===== src/rtl/uart_pkg.sv =====
// Shared definitions for the UART transmit/receive blocks: frame state
// encodings, data width and bit-timing counter width.
`timescale 1ns/1ps
package uart_pkg;

  localparam int DATA_BITS_N = 8;
  localparam int CNT_W       = 16;

  typedef enum logic [2:0] {
    IDLE       = 3'd0,
    START_BIT  = 3'd1,
    DATA_BITS  = 3'd2,
    PARITY_BIT = 3'd3,
    STOP_BIT   = 3'd4,
    BREAK      = 3'd5
  } uart_state_t;

  // Even parity of a data byte: the parity bit that makes the total count of ones even.
  function automatic logic even_parity(input logic [DATA_BITS_N-1:0] data);
    return ^data;
  endfunction

endpackage


===== src/rtl/sync_2ff.sv =====
// Two-flop synchronizer for asynchronous inputs, one independent flop chain
// per bit, with a configurable reset value so an idle line reads correctly
// straight out of reset.
`timescale 1ns/1ps
module sync_2ff #(
  parameter int               WIDTH   = 1,
  parameter logic [WIDTH-1:0] RST_VAL = '0
) (
  input  logic             clk,
  input  logic             rst,
  input  logic [WIDTH-1:0] d,
  output logic [WIDTH-1:0] q
);

  genvar gi;
  generate
    for (gi = 0; gi < WIDTH; gi++) begin : g_bit
      logic meta_reg;
      logic sync_reg;

      // Two-stage capture of one asynchronous bit.
      always_ff @(posedge clk) begin
        if (rst) begin
          meta_reg <= RST_VAL[gi];
          sync_reg <= RST_VAL[gi];
        end else begin
          meta_reg <= d[gi];
          sync_reg <= meta_reg;
        end
      end

      assign q[gi] = sync_reg;
    end
  endgenerate

endmodule


===== src/rtl/uart_rx.sv =====
// UART receiver, 8N1 LSB first, idle-high, sampled mid-bit at CLKS_PER_BIT
// clocks per bit. Holds one byte with a full/read handshake plus framing and
// overrun status. Define UART_RX_PARITY_EN for 8E1 frames with a parity check.
`timescale 1ns/1ps
module uart_rx
  import uart_pkg::*;
#(
  parameter int CLKS_PER_BIT = 1000,
  parameter bit INVERT       = 1'b0
) (
  input  logic                   clk,
  input  logic                   rst,
  input  logic                   rx,
  input  logic                   re,
  output logic [DATA_BITS_N-1:0] dout,
  output logic                   full,
  output logic                   valid,
  output logic                   frame_err,
  output logic                   overrun,
  output logic                   parity_err
);

  localparam logic [CNT_W-1:0] HALF = CNT_W'((CLKS_PER_BIT - 1) / 2);
  localparam logic [CNT_W-1:0] LAST = CNT_W'(CLKS_PER_BIT - 1);

  logic rx_pin;
  logic rx_s;

  uart_state_t            state_reg, state_next;
  logic [CNT_W-1:0]       count_reg, count_next;
  logic [2:0]             index_reg, index_next;
  logic [DATA_BITS_N-1:0] shift_reg, shift_next;

  logic [DATA_BITS_N-1:0] dout_reg;
  logic                   full_reg;
  logic                   valid_reg;
  logic                   frame_err_reg;
  logic                   overrun_reg;

  logic load;
  logic ferr;

`ifdef UART_RX_PARITY_EN
  logic par_bit_reg, par_bit_next;
  logic perr;
  logic parity_err_reg;
`endif

  // Inversion is applied on the raw pin so the synchronizer always idles high.
  assign rx_pin = INVERT ? ~rx : rx;

  sync_2ff #(
    .WIDTH   (1),
    .RST_VAL (1'b1)
  ) u_sync (
    .clk (clk),
    .rst (rst),
    .d   (rx_pin),
    .q   (rx_s)
  );

  // Frame sequencer registers.
  always_ff @(posedge clk) begin
    if (rst) begin
      state_reg <= IDLE;
      count_reg <= '0;
      index_reg <= '0;
      shift_reg <= '0;
`ifdef UART_RX_PARITY_EN
      par_bit_reg <= 1'b0;
`endif
    end else begin
      state_reg <= state_next;
      count_reg <= count_next;
      index_reg <= index_next;
      shift_reg <= shift_next;
`ifdef UART_RX_PARITY_EN
      par_bit_reg <= par_bit_next;
`endif
    end
  end

  // Next-state logic: bit timing, data shifting and stop-bit decision.
  always_comb begin
    state_next = state_reg;
    count_next = count_reg;
    index_next = index_reg;
    shift_next = shift_reg;
    load       = 1'b0;
    ferr       = 1'b0;
`ifdef UART_RX_PARITY_EN
    par_bit_next = par_bit_reg;
    perr         = 1'b0;
`endif
    case (state_reg)
      IDLE: begin
        count_next = '0;
        index_next = '0;
        if (!rx_s) state_next = START_BIT;
      end
      START_BIT: begin
        if (count_reg == HALF) begin
          count_next = '0;
          // Line back high at mid-start is a glitch: drop it silently.
          state_next = rx_s ? IDLE : DATA_BITS;
        end else begin
          count_next = count_reg + CNT_W'(1);
        end
      end
      DATA_BITS: begin
        if (count_reg == LAST) begin
          count_next = '0;
          shift_next = {rx_s, shift_reg[DATA_BITS_N-1:1]};
          index_next = index_reg + 3'd1;
          if (index_reg == 3'(DATA_BITS_N - 1)) begin
`ifdef UART_RX_PARITY_EN
            state_next = PARITY_BIT;
`else
            state_next = STOP_BIT;
`endif
          end
        end else begin
          count_next = count_reg + CNT_W'(1);
        end
      end
`ifdef UART_RX_PARITY_EN
      PARITY_BIT: begin
        if (count_reg == LAST) begin
          count_next   = '0;
          par_bit_next = rx_s;
          state_next   = STOP_BIT;
        end else begin
          count_next = count_reg + CNT_W'(1);
        end
      end
`endif
      STOP_BIT: begin
        if (count_reg == LAST) begin
          count_next = '0;
`ifdef UART_RX_PARITY_EN
          perr = (par_bit_reg != even_parity(shift_reg));
`endif
          if (rx_s) begin
            load       = 1'b1;
            state_next = IDLE;
          end else begin
            ferr       = 1'b1;
            state_next = BREAK;
          end
        end else begin
          count_next = count_reg + CNT_W'(1);
        end
      end
      BREAK: begin
        // A held-low line reports once, then waits here for it to recover.
        count_next = '0;
        if (rx_s) state_next = IDLE;
      end
      default: begin
        state_next = IDLE;
        count_next = '0;
        index_next = '0;
      end
    endcase
  end

  // Output holding register, status pulses and CPU read handshake.
  always_ff @(posedge clk) begin
    if (rst) begin
      dout_reg      <= '0;
      full_reg      <= 1'b0;
      valid_reg     <= 1'b0;
      frame_err_reg <= 1'b0;
      overrun_reg   <= 1'b0;
    end else begin
      valid_reg     <= load;
      frame_err_reg <= ferr;
      if (load) begin
        // A new byte always lands; a concurrent read only affects overrun.
        dout_reg <= shift_reg;
        full_reg <= 1'b1;
        if (full_reg && !re)     overrun_reg <= 1'b1;
        else if (full_reg && re) overrun_reg <= 1'b0;
      end else if (re && full_reg) begin
        full_reg    <= 1'b0;
        overrun_reg <= 1'b0;
      end
    end
  end

`ifdef UART_RX_PARITY_EN
  // Parity result pulses alongside the stop-bit decision.
  always_ff @(posedge clk) begin
    if (rst) parity_err_reg <= 1'b0;
    else     parity_err_reg <= perr;
  end
  assign parity_err = parity_err_reg;
`else
  assign parity_err = 1'b0;
`endif

  assign dout      = dout_reg;
  assign full      = full_reg;
  assign valid     = valid_reg;
  assign frame_err = frame_err_reg;
  assign overrun   = overrun_reg;

endmodule


===== config.mk =====
export PLATFORM = sky130hd
export DESIGN_NAME = uart_rx
export DESIGN_NICKNAME = d
export VERILOG_FILES = /design/src/rtl/uart_pkg.sv /design/src/rtl/sync_2ff.sv /design/src/rtl/uart_rx.sv
export SDC_FILE = /design/constraint.sdc
export NUM_CORES = 1
export LEC_CHECK = 0
export BUFFER_PORTS_ARGS = -buffer_cell sky130_fd_sc_hd__buf_2
export CORE_AREA = 2 2 72 61
export DETAILED_ROUTE_END_ITERATION = 8
export DIE_AREA = 0 0 74 63
export PLACE_DENSITY = 0.67
export SYNTH_ARGS = -nofsm -noshare
export SYNTH_HDL_FRONTEND = slang
export SYNTH_SLANG_ARGS = --single-unit
export TNS_END_PERCENT = 100

===== constraint.sdc =====
create_clock -name clk -period 6.8 [get_ports clk]
set_clock_uncertainty 0.1 [all_clocks]
set_input_delay 1.02 -clock clk [delete_from_list [all_inputs] [get_ports clk]]
set_output_delay 1.02 -clock clk [all_outputs]
set_load 0.01 [all_outputs]

== Word level (Yosys, flattened, before mapping) ==
Cells that the tools add are included.

* Bitwise gates (word level): 3
* Order comparisons: 0
* Multipliers: 0
* Equality and inequality tests: 13
* Muxes and demuxes: 23
* Reductions and logical operators: 11
* Shift operators: 0
* Add/subtract/negate cells: 2
* Div/mod/pow operators: 0

{| class="wikitable"
|+ Operators with widths
! cell !! number
|-
| two-way mux 16 bit || 2
|-
| one-hot mux 16 bit (2 select lines) || 1
|-
| two-way mux 3 bit || 8
|-
| adder 16 x 1 -> 16 bit, second input constant || 1
|-
| equality test 16 x 10 -> 1 bit, second input constant || 1
|-
| equality test 16 x 9 -> 1 bit, second input constant || 1
|-
| one-hot mux 3 bit (5 select lines) || 1
|-
| inequality test 2 bit, second input constant || 5
|-
| equality test 3 bit, second input constant || 3
|-
| two-way mux 1 bit || 9
|-
| one-hot mux 3 bit (2 select lines) || 1
|-
| AND reduction 6 bit || 1
|-
| OR reduction 3 bit || 2
|-
| AND reduction 2 bit || 2
|-
| adder 3 x 1 -> 3 bit, second input constant || 1
|-
| equality test 3 x 1 -> 1 bit, second input constant || 1
|-
| equality test 3 x 2 -> 1 bit, second input constant || 1
|-
| logical NOT 3 bit || 1
|-
| NOT 1 bit || 3
|-
| logical AND 1 bit || 2
|-
| two-way mux 2 bit || 1
|-
| inequality test 2 x 1 -> 1 bit, second input constant || 1
|-
| nonzero test 2 bit || 1
|-
| OR reduction 2 bit || 1
|-
| logical NOT 1 bit || 1
|}

* Bits in read-only memories: 0
* Memory bits (writable): 0
* Bits in latches: 0
* Word-level logic and storage cells: 63
* Memories kept: 0
* Flip-flop bits (word level): 44

== Depth between registers and ports, before layout ==
* Depth after elaboration: 4
* Depth in mapped cells: 7
* Depth with buffers taken out: 6

== Hierarchy ==
Synthesis repeated with hierarchy kept, for this count alone.

* Cells, all modules: 200
* Area, all modules: 1874.3 µm²

{| class="wikitable"
|+ By module, submodules not included
! module !! times used !! seq. area each (µm²) !! area each (µm²) !! cells each
|-
| uart_rx || 1 || 840.8 || 1821.7 || 196
|-
| sync_2ff || 1 || 40.0 || 52.6 || 4
|}

== Worst setup path after synthesis ==
Ideal clock, no wire load.

* Kind: register to register
* Start point: register count_reg[0]
* End point: register state_reg[1]
* Arrival time: 2.134 ns
* Period minus slack after synthesis: 2.355 ns
* Data required time: 6.579 ns
* Cell stages (with the launch flop): 7
* Path slack: 4.445 ns
* Cells stage by stage: dfxtp_1 > ha_1 > or4b_4 > nor4_1 > a21oi_1 > a2111oi_4 > mux2_4

* Longest elaborated chain between the ends: 3
* Elaborated cells between the ends (all ways): 6
* Those cells by class: eq/ne (5); reduce/logical (1)

{| class="wikitable"
|+ Ends and longest elaborated chain
! element !! RTL line !! source
|-
| from (decl) || uart_rx.sv:30 || <nowiki>logic [CNT_W-1:0] count_reg, count_next;</nowiki>
|-
| from (signal assigned) || uart_rx.sv:74 || <nowiki>count_reg <= count_next;</nowiki>
|-
| equality test 16 x 10 -> 1 bit or equality test 16 x 9 -> 1 bit (tied branches) || uart_rx.sv:111, uart_rx.sv:138, uart_rx.sv:102 ||
|-
| inequality test 2 bit (no source line) || n/a ||
|-
| AND reduction 6 bit (no source line) (*) || n/a ||
|-
| to (signal assigned) || uart_rx.sv:73 || <nowiki>state_reg <= state_next;</nowiki>
|-
| to (decl) || uart_rx.sv:29 || <nowiki>uart_state_t state_reg, state_next;</nowiki>
|}

Every way passes the cells marked *; elsewhere a longest branch is shown, timed or not.
A chain may end at the register's enable or synchronous reset.

== Final worst setup path ==
Ends and elaborated chain as after synthesis.

==> results by group <==
Status
  • Status: finished, final reports clean

Critical path
  • Setup crit end: state_reg[1]
  • Worst r2r src: count_reg[0]
  • Setup CP Type: register to register
  • Worst setup path startpoint: count_reg[0]
  • Arrival @ worst endpoint: 2.60 ns
  • Max stage delay on crit path: 0.53 ns
  • Startpoint Class: register
  • Setup crit end kind: register
  • Worst Path Max Fanout: 6
  • Critical-path cell list: ha_1 > or4b_4 > nor4_1 > a21oi_1 > a2111oi_4 > mux2_4
  • R2r worst-path depth: 6
  • R2r endpoint: state_reg[1]
  • Crit-path slowest cell: or4b_4
  • WP data required: 6.89 ns
  • R2R setup slack: 4.29 ns

Global route
  • Largest net degree at the start of global routing: 32
  • Initial antenna violation count: 0
  • GRT Util Overall: 0.165
  • GR Overflow Total: 0
  • Number of global-route vias before repair: roughly 1,300
  • First-pass GRT wire length: between 5 and 6 mm

Clock network
  • CTS tree: done
  • Sink Count: 44
  • Cts repair resizes: 0
  • CTS Buf Count: 5
  • Skew-Pair Late Insertion Delay: 0.30 ns
  • Root Driver: clkbuf_8
  • Worst-path clk slew: 0.08 ns
  • Post-CTS setup buffers: 0
  • Post-CTS Hold Fix Bufs: 0
  • Max Buffers Root-to-Sink: 2
  • Clock H-tree levels: 2

Die
  • Die Span Y: about 63 µm
  • Rows: 21
  • Core area: 3970 µm²
  • Initial Utilization: 0.478
  • Ports: 17
  • Die area: 4660 µm²
  • Die Wd: 74 µm

Placement
  • PortBufs: 15
  • GP Congestion: 0.795
  • Dpl hpwl: 2.37 mm

Synthesis
  • Syn Area/Cell: 8.63 µm²
  • Syn Inst Count: 220
  • Top area cells in the synthesized netlist: dfxtp_1, nand2_1, a21oi_1, nor2_1, xnor2_1
  • Post-synth ARST share: 0
  • Post-synth EDFFs: 0
  • Register area share after synthesis: 0.464
  • Seq cells post-synth: 44
  • Top cell type's share of synthesized area: 0.464
  • Yosys warning total: 0
  • Top cells by count, synth: dfxtp_1, nand2_1, nor2_1, a21oi_1, xnor2_1
  • Yosys cell types: 42
  • Top_reg_cell synth: dfxtp_1
  • Net Count, Synth: 227
  • Synth Cell Area: roughly 1900 µm²
  • Synth area leader: dfxtp_1

STA
  • Hold Fails Final Rpt: 0
  • Max frequency: 0.399 GHz
  • Crit path time final: 2.51 ns
  • Final Max Tran Viols: 0
  • Least-Margin Pin Slew: around 0.65 ns
  • Slew headroom: 0.567
  • Setup TNS: 0 ns
  • Final setup viols: 0
  • WHS: slightly above 0.3 ns
  • Period Utilization, post-route: 0.369
  • RSZ-0062 raised after global routing: no

Detailed routing
  • Vias/cell: 5.04
  • ANT nets after route: 0
  • Detailed-route via count: 1,463
  • WL/cell: ~12 µm
  • Router iterations before antenna repair: 4
  • DRC Markers: 0
  • Wirelength, routed: 3.34 mm
  • Initial drt markers: 100

Job
  • Max cap viols: 0

Power and ir drop
  • Leak Pwr: 0.000705 µW
  • Worst VDD drop: 0.174 mV
  • Power density cells: 257 nW/µm²

Final layout
  • Share of cells above drive strength 1: 0.146
  • Total inserted antenna cells: 0
  • Area delta synth->final: 10.2%
  • Max reg flops: 16
  • Final #Nets: 239

Worst hold path
  • Hold WC Path Type: register to register
  • WHS Path Cells: 1
==> routing by layer <==
| layer | share of wire | global-route usage | routed length [µm] | vias to the layer above |
|---|---|---|---|---|
| li1 | - | - | - | 763 |
| met2 | 0.40 | 0.218 | 1340 | 25 |
| met4 | 0.025 | 0.0886 | 82 | 0 |
| met5 | 0 | 0 | 0 | - |
| met3 | 0.031 | 0.0387 | 103 | 9 |
| met1 | 0.54 | 0.243 | 1810 | 666 |
==> cells by family after synthesis <==
logic type | synth area share
and+or+nand+nor | 0.294
DFF | 0.464
AOI/OAI and AO/OA | 0.102
xor gates and xnor gates | 0.0692
buffers and inverters | 0.0303
adders and majority gates | 0.0198
muxes | 0.0185
other | 0.00198
==> placed cells by master, fill, tap and decap left out, types with 6 or more instances in the layout <==
master	synthesis	layout
nor3_1	7	7
nand2_1	44	44
nor2_1	26	26
xor2_1	7	7
nand3_1	6	6
clkbuf_8	0	6
xnor2_1	8	8
buf_2	4	15
a21oi_1	21	21
dfxtp_1	44	44
==> area by class of cell <==
cell class	instances	area, µm²
clock buffer	7	86.3
clock inverter	1	7.51
fill	391	1880
inverter	3	11.3
multi-input combinational	163	960
sequential	44	881
tap	57	71.3
timing repair buffer	15	75.1
==> worst max-delay path, delay by kind of cell (launching register included) <==
family                   cells  cell delay (ns)
AO/OA/AOI/OAI                2             0.62
adder cells (fa/ha/maj)      1             0.20
flip-flops                   1             0.35
multiplexers                 1             0.33
AND/OR/NAND/NOR              2             0.80
==> through the flow <==
stage	std cells	utilization	power (µW)	setup WS, ns	cell area, µm²
3_5_place_dp	282	0.504	376	4.28	2000
2_1_floorplan	220	-	365	4.44	1900
6_report	290	0.527	538	4.29	2090
4_1_cts	290	0.527	544	4.29	2090
5_1_grt	290	0.527	568	4.09	2090
3_3_place_gp	282	0.504	375	4.35	2000
==> how the worst min path moves through the flow <==
stage                        startpoint        to  slack, ns
5_1_grt        u_sync.g_bit[0].meta_reg  u_sync.q       0.33
2_1_floorplan  u_sync.g_bit[0].meta_reg  u_sync.q       0.29
6_report       u_sync.g_bit[0].meta_reg  u_sync.q       0.31
3_3_place_gp   u_sync.g_bit[0].meta_reg  u_sync.q       0.29
3_5_place_dp   u_sync.g_bit[0].meta_reg  u_sync.q       0.29
4_1_cts        u_sync.g_bit[0].meta_reg  u_sync.q       0.31
==> where the power goes <==
part           internal, µW  leakage, µW  switching [µW]
Clock                  82.5    0.0000445            85.7
Sequential              266     0.000355            15.2
Combinational          38.9     0.000306            49.6
Total                   387     0.000705             150
Power figures use the tool's default switching activity.
